`src/rtl/fifo_uart_pkg.sv`:
```
// Shared types and constants for the FIFO-fed UART transmitter.
// Frame states, parity mode encodings and the parity helper live here.
package fifo_uart_pkg;

   localparam int DATA_W   = 8;
   localparam int PAR_NONE = 0;
   localparam int PAR_EVEN = 1;
   localparam int PAR_ODD  = 2;

   typedef enum logic [2:0] {
      IDLE,
      START,
      DATA,
      PAR,
      STOP
   } state_t;

   // Even parity is the XOR of the byte; odd parity is its inverse.
   function automatic logic parity_bit(input logic [DATA_W-1:0] d, input int mode);
      return (^d) ^ (mode == PAR_ODD);
   endfunction

endpackage

```
`src/rtl/uart_baud_counter.sv`:
```
// Down-counting bit timer: load restarts a bit, bit_end marks its final cycle.
// Holds at zero while the transmitter is idle.
module uart_baud_counter #(
   parameter int CLKS_PER_BIT = 16
) (
   input  logic clk,
   input  logic rst_n,
   input  logic load,
   input  logic run,
   output logic bit_end
);

   localparam int            CW     = (CLKS_PER_BIT > 1) ? $clog2(CLKS_PER_BIT) : 1;
   localparam logic [CW-1:0] RELOAD = CW'(CLKS_PER_BIT - 1);

   logic [CW-1:0] count;

   always_ff @(posedge clk or negedge rst_n) begin
      if (!rst_n) begin
         count <= '0;
      end else if (load) begin
         count <= RELOAD;
      end else if (!run) begin
         count <= '0;
      end else if (count == '0) begin
         count <= RELOAD;
      end else begin
         count <= count - CW'(1);
      end
   end

   assign bit_end = (count == '0);

endmodule

```
`src/rtl/fifo_uart_tx.sv`:
```
// UART transmitter draining a show-ahead FIFO: pops one byte per frame and
// serializes start, 8 data bits (LSB first), optional parity and stop bits.
module fifo_uart_tx
   import fifo_uart_pkg::*;
#(
   parameter int CLKS_PER_BIT = 16,
   parameter int PARITY       = 0,
   parameter int STOP_BITS    = 1
) (
   input  logic              clk,
   input  logic              rst_n,
   input  logic              tx_en,
   input  logic              fifo_empty,
   input  logic [DATA_W-1:0] fifo_data,
   output logic              fifo_rd_en,
   output logic              tx,
   output logic              busy,
   output logic              frame_done
);

   localparam logic LAST_STOP = (STOP_BITS == 2);

   state_t            state, state_nx;
   logic [DATA_W-1:0] shreg, shreg_nx;
   logic [2:0]        bit_idx, bit_idx_nx;
   logic              stop_idx, stop_idx_nx;
   logic              par, par_nx;
   logic              tx_nx;
   logic              busy_nx;
   logic              bit_end;
   logic              frame_end;

   uart_baud_counter #(
      .CLKS_PER_BIT(CLKS_PER_BIT)
   ) u_baud (
      .clk    (clk),
      .rst_n  (rst_n),
      .load   (fifo_rd_en),
      .run    (state != IDLE),
      .bit_end(bit_end)
   );

   assign frame_end  = (state == STOP) && bit_end && (stop_idx == LAST_STOP);
   assign frame_done = frame_end;
   // Gating with rst_n keeps the FIFO untouched while reset is held.
   assign fifo_rd_en = rst_n && tx_en && !fifo_empty && ((state == IDLE) || frame_end);

   always_comb begin
      state_nx    = state;
      shreg_nx    = shreg;
      bit_idx_nx  = bit_idx;
      stop_idx_nx = stop_idx;
      par_nx      = par;
      tx_nx       = tx;
      busy_nx     = busy;

      if (fifo_rd_en) begin
         state_nx    = START;
         shreg_nx    = fifo_data;
         par_nx      = parity_bit(fifo_data, PARITY);
         bit_idx_nx  = '0;
         stop_idx_nx = 1'b0;
         tx_nx       = 1'b0;
         busy_nx     = 1'b1;
      end else if (bit_end) begin
         case (state)
            START: begin
               state_nx = DATA;
               tx_nx    = shreg[0];
               shreg_nx = shreg >> 1;
            end
            DATA: begin
               bit_idx_nx = bit_idx + 3'd1;
               if (bit_idx == 3'd7) begin
                  stop_idx_nx = 1'b0;
                  if (PARITY != PAR_NONE) begin
                     state_nx = PAR;
                     tx_nx    = par;
                  end else begin
                     state_nx = STOP;
                     tx_nx    = 1'b1;
                  end
               end else begin
                  tx_nx    = shreg[0];
                  shreg_nx = shreg >> 1;
               end
            end
            PAR: begin
               state_nx    = STOP;
               tx_nx       = 1'b1;
               stop_idx_nx = 1'b0;
            end
            STOP: begin
               if (stop_idx == LAST_STOP) begin
                  state_nx = IDLE;
                  busy_nx  = 1'b0;
                  tx_nx    = 1'b1;
               end else begin
                  stop_idx_nx = 1'b1;
               end
            end
            default: begin
               state_nx = state;
            end
         endcase
      end
   end

   always_ff @(posedge clk or negedge rst_n) begin
      if (!rst_n) begin
         state    <= IDLE;
         shreg    <= '0;
         bit_idx  <= '0;
         stop_idx <= 1'b0;
         par      <= 1'b0;
         tx       <= 1'b1;
         busy     <= 1'b0;
      end else begin
         state    <= state_nx;
         shreg    <= shreg_nx;
         bit_idx  <= bit_idx_nx;
         stop_idx <= stop_idx_nx;
         par      <= par_nx;
         tx       <= tx_nx;
         busy     <= busy_nx;
      end
   end

endmodule

```
`config.mk`:
```
export PLATFORM = sky130hd
export DESIGN_NAME = fifo_uart_tx
export DESIGN_NICKNAME = d
export VERILOG_FILES = /design/src/rtl/fifo_uart_pkg.sv /design/src/rtl/uart_baud_counter.sv /design/src/rtl/fifo_uart_tx.sv
export SDC_FILE = /design/constraint.sdc
export NUM_CORES = 1
export LEC_CHECK = 0
export ABC_AREA = 0
export BUFFER_PORTS_ARGS = -buffer_cell sky130_fd_sc_hd__buf_2
export CELL_PAD_IN_SITES_DETAIL_PLACEMENT = 0
export CELL_PAD_IN_SITES_GLOBAL_PLACEMENT = 1
export CORE_MARGIN = 4
export CORE_UTILIZATION = 25
export CTS_CLUSTER_SIZE = 16
export DETAILED_ROUTE_END_ITERATION = 7
export GPL_ROUTABILITY_DRIVEN = 0
export PLACE_DENSITY = 0.52
export SYNTH_ARGS = -nofsm -noshare
export SYNTH_HDL_FRONTEND = slang
export SYNTH_SLANG_ARGS = --single-unit
```
`constraint.sdc`:
```
create_clock -name clk -period 6.4 [get_ports clk]
set_clock_uncertainty 0.15 [all_clocks]
set_input_delay 1.28 -clock clk [delete_from_list [all_inputs] [get_ports clk]]
set_output_delay 1.28 -clock clk [all_outputs]
set_load 0.02 [all_outputs]
```
==> flow_summary.yaml, run 1 <==
status:
  outcome: "complete, no violations"
layout:
  final_cell_mix: "dfrtp_1, buf_2, inv_1"
  drive_above_1_share_pct: 18.3
  fin_cells: 178
  area_growth_syn_to_layout_pct: 12.0
  n_antenna_cell: 0
  nFillCells: 464
  mostFrequentLayoutCell: "dfrtp_1"
  fin_nets: 142
logic_synthesis:
  synth_top_family_by_area: "compound AO/OA/AOI/OAI gates"
  syn_inst: 118
  ys.flop_type: "dfrtp_1"
  yosysWarnings: 0
  synth_compound_area_share_pct: 30.2
  synthXorXnorAreaFrac_pct: 0.764
  yosysSeqAreaShare_pct: 43.8
  yosys.area_share.simple_pct: 13.0
  synth_seq_cells: 20
  synth_edf_count: 0
  synth.distinct_cells: 39
  synth.avg_cell_area_um2: 9.71
  synthesis.area_um2: 1150
  synth.area.mux_share_pct: 0
  synth_fp_nets: 133
  async_flop_share_pct: 100
  synth-adder-area-share_pct: 3.28
clock_tree:
  cts_tree: "yes"
  clk_pin_slew_ns: 0.08
  cts_sinks: 20
  ctsResizeCount: 0
  cts_hold_buffers: 0
  cts.htree.levels: 1
  root_buffer: "clkbuf_8"
  clk_latency_ns: 0.26
  clockBufferDepth: 2
  post_cts_buffers: 0
  numCtsBuffers: 3
sta:
  maxSlewViolCount: 0
  slew-limit-headroom_pct: 60.0
  max_freq_ghz: 0.225
  finalWorstSetupSlack_ns: 1.95
  tightest_slew_ns: 0.592
  post-route-period-util_pct: 69.6
  fin_crit_ns: 4.45
  setup_viol: 0
  hold_viol_final: 0
  rsz0062_at_grt: "false"
  fin_setup_tns_ns: 0
worst_setup_path:
  cp-end-kind: "output port"
  critPathLaunchType: "primary input"
  slowest_stage: "a211o_1"
  max_stage_delay_ns: 0.56
  path_class: "primary input to output port"
  path_cells: "buf_2 > nand3b_1 > a211o_1 > inv_2 > buf_2"
  r2r_slack_ns: 3.94
  rr_worst_depth: 5
  cp_max_fo: 21
  required_ns: 4.97
  arrival_ns: 3.02
  path_common_cell: "buf_2"
drt:
  drc_errors: 0
  antenna_left: 0
  vias: 925
  wire_per_inst_um: 15.4
  first_pass_iters: 4
  dr.first_iter.drc_count: 54
  vias_per_cell: 5.20
  wl_mm: 2.75
power:
  pwr-share-seq_pct: 41.9
  combPwrFrac_pct: 40.4
  p_int_mw: 0.325
  vdd_ir_drop_max_v: 0.000114
  p_total_mw: 0.556
  switching_share_pct: 41.4
  p_clk_share_pct: 17.7
  p_sw_mw: 0.230
  p_leak_nw: 0.556
  power_density_nw_per_um2: 433
global_route:
  grt_pass1_vias: 934
  grt_max_degree: 22
  gr-usage-all-layers_pct: 10.7
  overflow: 0
  grt_pass1_wl_mm: 4.63
  antenna_found_initial: 0
placement:
  dp_hpwl_mm: 1.93
  pre_cts_ws_ns: 1.92
  port_buffers: 15
  dp_cells: 174
die:
  io_pins: 16
  die_area_um2: 5730
  core_area_um2: 4380
  rows: 24
  die_h_um: 75.7
  die_width_um: 75.7
  initial_core_util_pct: 26.1
worst_hold_path:
  hold_class: "flop to flop"
  hold_depth: 1
job:
  cap_violations: 0
stage by stage:
stage | cell area, um^2 | util, % | hold slack (ns)
6_report | 1280 | 29.3 | 0.370
3_5_place_dp | 1230 | 28.0 | 0.356
5_1_grt | 1280 | 29.3 | 0.386
2_1_floorplan | 1150 | - | 0.325
4_1_cts | 1280 | 29.3 | 0.374
3_3_place_gp | 1230 | 28.0 | 0.350
cells in the mapped netlist, types with 2 or more instances:
| master | count | area share (%) |
|---|---|---|
| o21ai_0 | 4 | 1.7 |
| ha_1 | 3 | 3.3 |
| nand2_1 | 3 | 0.98 |
| a211oi_1 | 8 | 5.2 |
| o21ai_1 | 5 | 2.2 |
| or3b_1 | 2 | 1.5 |
| a2111oi_0 | 8 | 6.1 |
| nand3_1 | 3 | 1.3 |
| nor2b_1 | 2 | 1.1 |
| a311oi_1 | 7 | 5.3 |
| a21oi_1 | 4 | 1.7 |
| nor2_1 | 4 | 1.3 |
| inv_1 | 11 | 3.6 |
| nand2b_1 | 2 | 1.1 |
| dfrtp_1 | 19 | 41 |
| clkbuf_1 | 8 | 2.6 |
| buf_6 | 2 | 2.0 |
| or3_1 | 2 | 1.1 |
power groups by stage:
stage | registers (mW) | logic (mW) | clock network, mW
6_report | 0.233 | 0.224 | 0.0983
5_1_grt | 0.241 | 0.264 | 0.106
4_1_cts | 0.232 | 0.227 | 0.101
3_5_place_dp | 0.235 | 0.227 | 0
3_3_place_gp | 0.232 | 0.224 | 0
2_1_floorplan | 0.219 | 0.188 | 0
metal layers:
metal  vias to the layer above  global-route usage (%)  part of all wire (%)
li1                        463                       -                     -
met1                       447                    14.6                    49
met2                        13                    16.5                    46
met3                         2                    3.56                   4.2
met4                         0                    2.14                  0.73
met5                         -                       0                     0
state kept, by name (all words and copies together), names as in the netlist:
signal        cells
tx                1
u_baud.count      4
state             3
bit_idx           3
busy              1
shreg             8
layout make-up:
| type | instances | area (um^2) | share of cell area [%] |
|---|---|---|---|
| Clock buffer | 4 | 55.1 | 4.29 |
| Inverter | 12 | 45.0 | 3.51 |
| Multi-Input combinational cell | 75 | 542 | 42.2 |
| Sequential cell | 20 | 502 | 39.1 |
| Tap cell | 52 | 65.1 | 5.07 |
| Timing Repair Buffer | 15 | 75.1 | 5.85 |
worst paths after layout:
| path | start | to |
|---|---|---|
| worst max-delay path | rst_n | fifo_rd_en |
| worst min-delay path | shreg[7] | shreg[7] |
| worst max register to register | u_baud.count[0] | shreg[3] |
| worst min register to register | shreg[7] | shreg[7] |
| max in group asynchronous | rst_n | tx |
| min in group asynchronous | rst_n | shreg[2] |
worst max-delay path, delay by kind of cell:
family                 cells  cell delay (ns)
AO/OA/AOI/OAI              1             0.56
buffers and inverters      3             0.73
AND/OR/NAND/NOR            1             0.44
logic make-up after synthesis:
| logic type | count (synthesis) |
|---|---|
| buffers and inverters | 23 |
| and+or+nand+nor | 25 |
| DFF | 20 |
| AOI/OAI and AO/OA | 46 |
| xor gates and xnor gates | 1 |
| adders and majority gates | 3 |
No activity file was read; power rests on OpenSTA's default activity.
==> run 2: changes to the inputs <==
Settings changed: ABC_AREA 0 to 1, PLACE_DENSITY 0.52 to 0.55.
Clock period 6.4 ns to 3.6 ns, I/O delays scaled along.
==> run 2 against run 1 <==
  * Global-route usage decreased by 2.2 points
  * Wire length fell by 17%
  * Critical path depth is 2 higher
  * Design area up 6.5%
  * Setup slack got worse by 1.0 ns
  * Die area grew 1.1%
  * Largest cell class unchanged
  * Combinational power down 94%
  * Worst hold slack worse by 0.056 ns
  * Register-to-register slack got worse by 2.1 ns
  * Non-clock buffer count rose by 1
  * Sequential power decreased by 3%
  * Synthesized cell count up 15%
==> flow_summary.yaml, run 2 <==
logic_synthesis:
  yosysTopAreaCellShare_pct: 41.0
  syn_inst: 136
  synth_seq_cells: 20
  ys_top_cells_by_area: "dfrtp_1, nand2_1, nor2_2"
  synth.avg_cell_area_um2: 8.53
  synth_fp_nets: 151
  yosysSeqAreaShare_pct: 43.3
  synth.most_common_cell: "nand2_1"
  ys.flop_type: "dfrtp_1"
  synth_edf_count: 0
  synth_common_cells: "nand2_1, dfrtp_1, nor2_2, inv_1, nand3b_1"
  synth_top_area_cell: "dfrtp_1"
  synthesis.area_um2: 1160
  synth.distinct_cells: 21
  yosysWarnings: 0
  async_flop_share_pct: 100
layout:
  drive_above_1_share_pct: 32.3
  final_cell_mix: "nand2_1, dfrtp_1, nor2_2"
  fin_nets: 171
  largest_reg_flops: 8
  mostFrequentLayoutCell: "nand2_1"
  reg_top3: "shreg x8, u_baud.count x4"
  n_antenna_cell: 0
  nFillCells: 488
  area_growth_syn_to_layout_pct: 17.9
  utilization_pct: 31.0
  largest-register: "shreg"
sta:
  fin_crit_ns: 2.67
  hold-worst-slack_ns: 0.313
  hold_viol_final: 0
  slew-limit-headroom_pct: 75.0
  post-route-period-util_pct: 74.3
  maxSlewViolCount: 0
  fin_setup_tns_ns: 0
  setup_viol: 0
  max_freq_ghz: 0.374
  rsz0062_at_grt: "false"
  finalWorstSetupSlack_ns: 0.927
  tightest_slew_ns: 0.374
die:
  rows: 24
  die_area_um2: 5790
  core_area_um2: 4410
  io_pins: 16
  initial_core_util_pct: 26.3
  die_h_um: 76.1
  die_width_um: 76.1
placement:
  dp_hpwl_mm: 1.73
  port_buffers: 15
  pre_cts_ws_ns: 1.03
clock_tree:
  clk_pin_slew_ns: 0.08
  cts_sinks: 20
  numCtsBuffers: 3
  ctsResizeCount: 0
  clockBufferDepth: 2
  cts_tree: "yes"
  cts.htree.levels: 1
  root_buffer: "clkbuf_8"
  post_cts_buffers: 0
  clk_latency_ns: 0.26
  cts_hold_buffers: 0
status:
  outcome: "complete, no violations"
global_route:
  gr-usage-all-layers_pct: 8.49
  antenna_found_initial: 0
  overflow: 0
  grt_pass1_wl_mm: 4.04
  grt_max_degree: 21
  grt_pass1_vias: 870
worst_setup_path:
  setup.worst_path.start: "u_baud.count[0]"
  required_ns: 2.73
  rr_worst_depth: 8
  cp-end-kind: "output port"
  r2r_start: "u_baud.count[0]"
  cp_max_fo: 13
  critPathLaunchType: "flop"
  arrival_ns: 1.80
  path_class: "flop to output port"
power:
  p_leak_nw: 0.738
  vdd_ir_drop_max_v: 0.000157
  power_density_nw_per_um2: 340
  p_total_mw: 0.465
drt:
  dr.first_iter.drc_count: 44
  drc_errors: 0
  wire_per_inst_um: 11.0
  vias_per_cell: 4.26
  wl_mm: 2.27
  vias: 882
  first_pass_iters: 3
  antenna_left: 0
worst_hold_path:
  hold_class: "primary input to asynchronous set/reset pin"
job:
  cap_violations: 0
==> run 2: changes by cell type in the layout (fill, tap and decap cells not counted), moves of 3 or more <==
cell	change
nand2_1	+30
nor2_2	+18
nand3b_1	+12
a2111oi_0	-8
a211oi_1	-8
a311oi_1	-7
inv_1	+4
a21oi_1	-3
nand2_2	+3
nand2_4	+3
o21ai_0	+3
==> run 2: layout make-up <==
cell class	count	area, um^2	area share [%]
Multi-Input combinational cell	98	583	42.6
Sequential cell	20	502	36.7
Timing Repair Buffer	16	82.6	6.04
Tap cell	52	65.1	4.76
Inverter	17	63.8	4.67
Clock buffer	3	41.3	3.02
Clock inverter	1	30.0	2.20
==> run 2: report_power, final <==
group	switching [mW]	internal, mW
sequential	0	0.225
clock	0.0779	0.149
combinational	0.00757	0.00623
==> run 2: worst max-delay path, cell delays in order, from the launching register on <==
cell	delay, ns
dfrtp_1	0.37
inv_1	0.09
ha_1	0.24
nand2_4	0.12
a21oi_4	0.27
nand2_4	0.18
clkinv_1	0.11
buf_2	0.16
==> run 2: metal layers <==
layer  vias to the layer above  track usage (%)  routed length, um
li1                        465                -                  -
met1                       397             11.7               1150
met2                        17             12.6                987
met3                         3             3.07                113
met4                         0             2.10                 15
met5                         -                0                  0
==> run 2: final timing paths <==
path / to / slack (ns)
setup / recovery: fifo_rd_en / 0.93
hold / removal: u_baud.count[0] / 0.31
setup reg to reg: shreg[5] / 1.81
hold reg to reg: busy / 0.33
max in group asynchronous: tx / 2.72
min in group clk: busy / 0.33
==> run 2: kinds of logic after synthesis <==
kind of cell | after synthesis | synth area share, %
AND/OR/NAND/NOR | 79 | 37.9
adder cells (fa/ha/maj) | 3 | 3.24
buffers and inverters | 18 | 6.47
AO/OA/AOI/OAI | 13 | 6.90
XOR/XNOR | 3 | 2.27
flip-flops | 20 | 43.3
==> run 2: per-stage QoR <==
| step | cell area (um^2) | instances |
|---|---|---|
| floorplan | 1160 | 136 |
| global placement | 1300 | 203 |
| detailed placement | 1300 | 203 |
| CTS | 1370 | 207 |
| global route | 1370 | 207 |
| finish | 1370 | 207 |
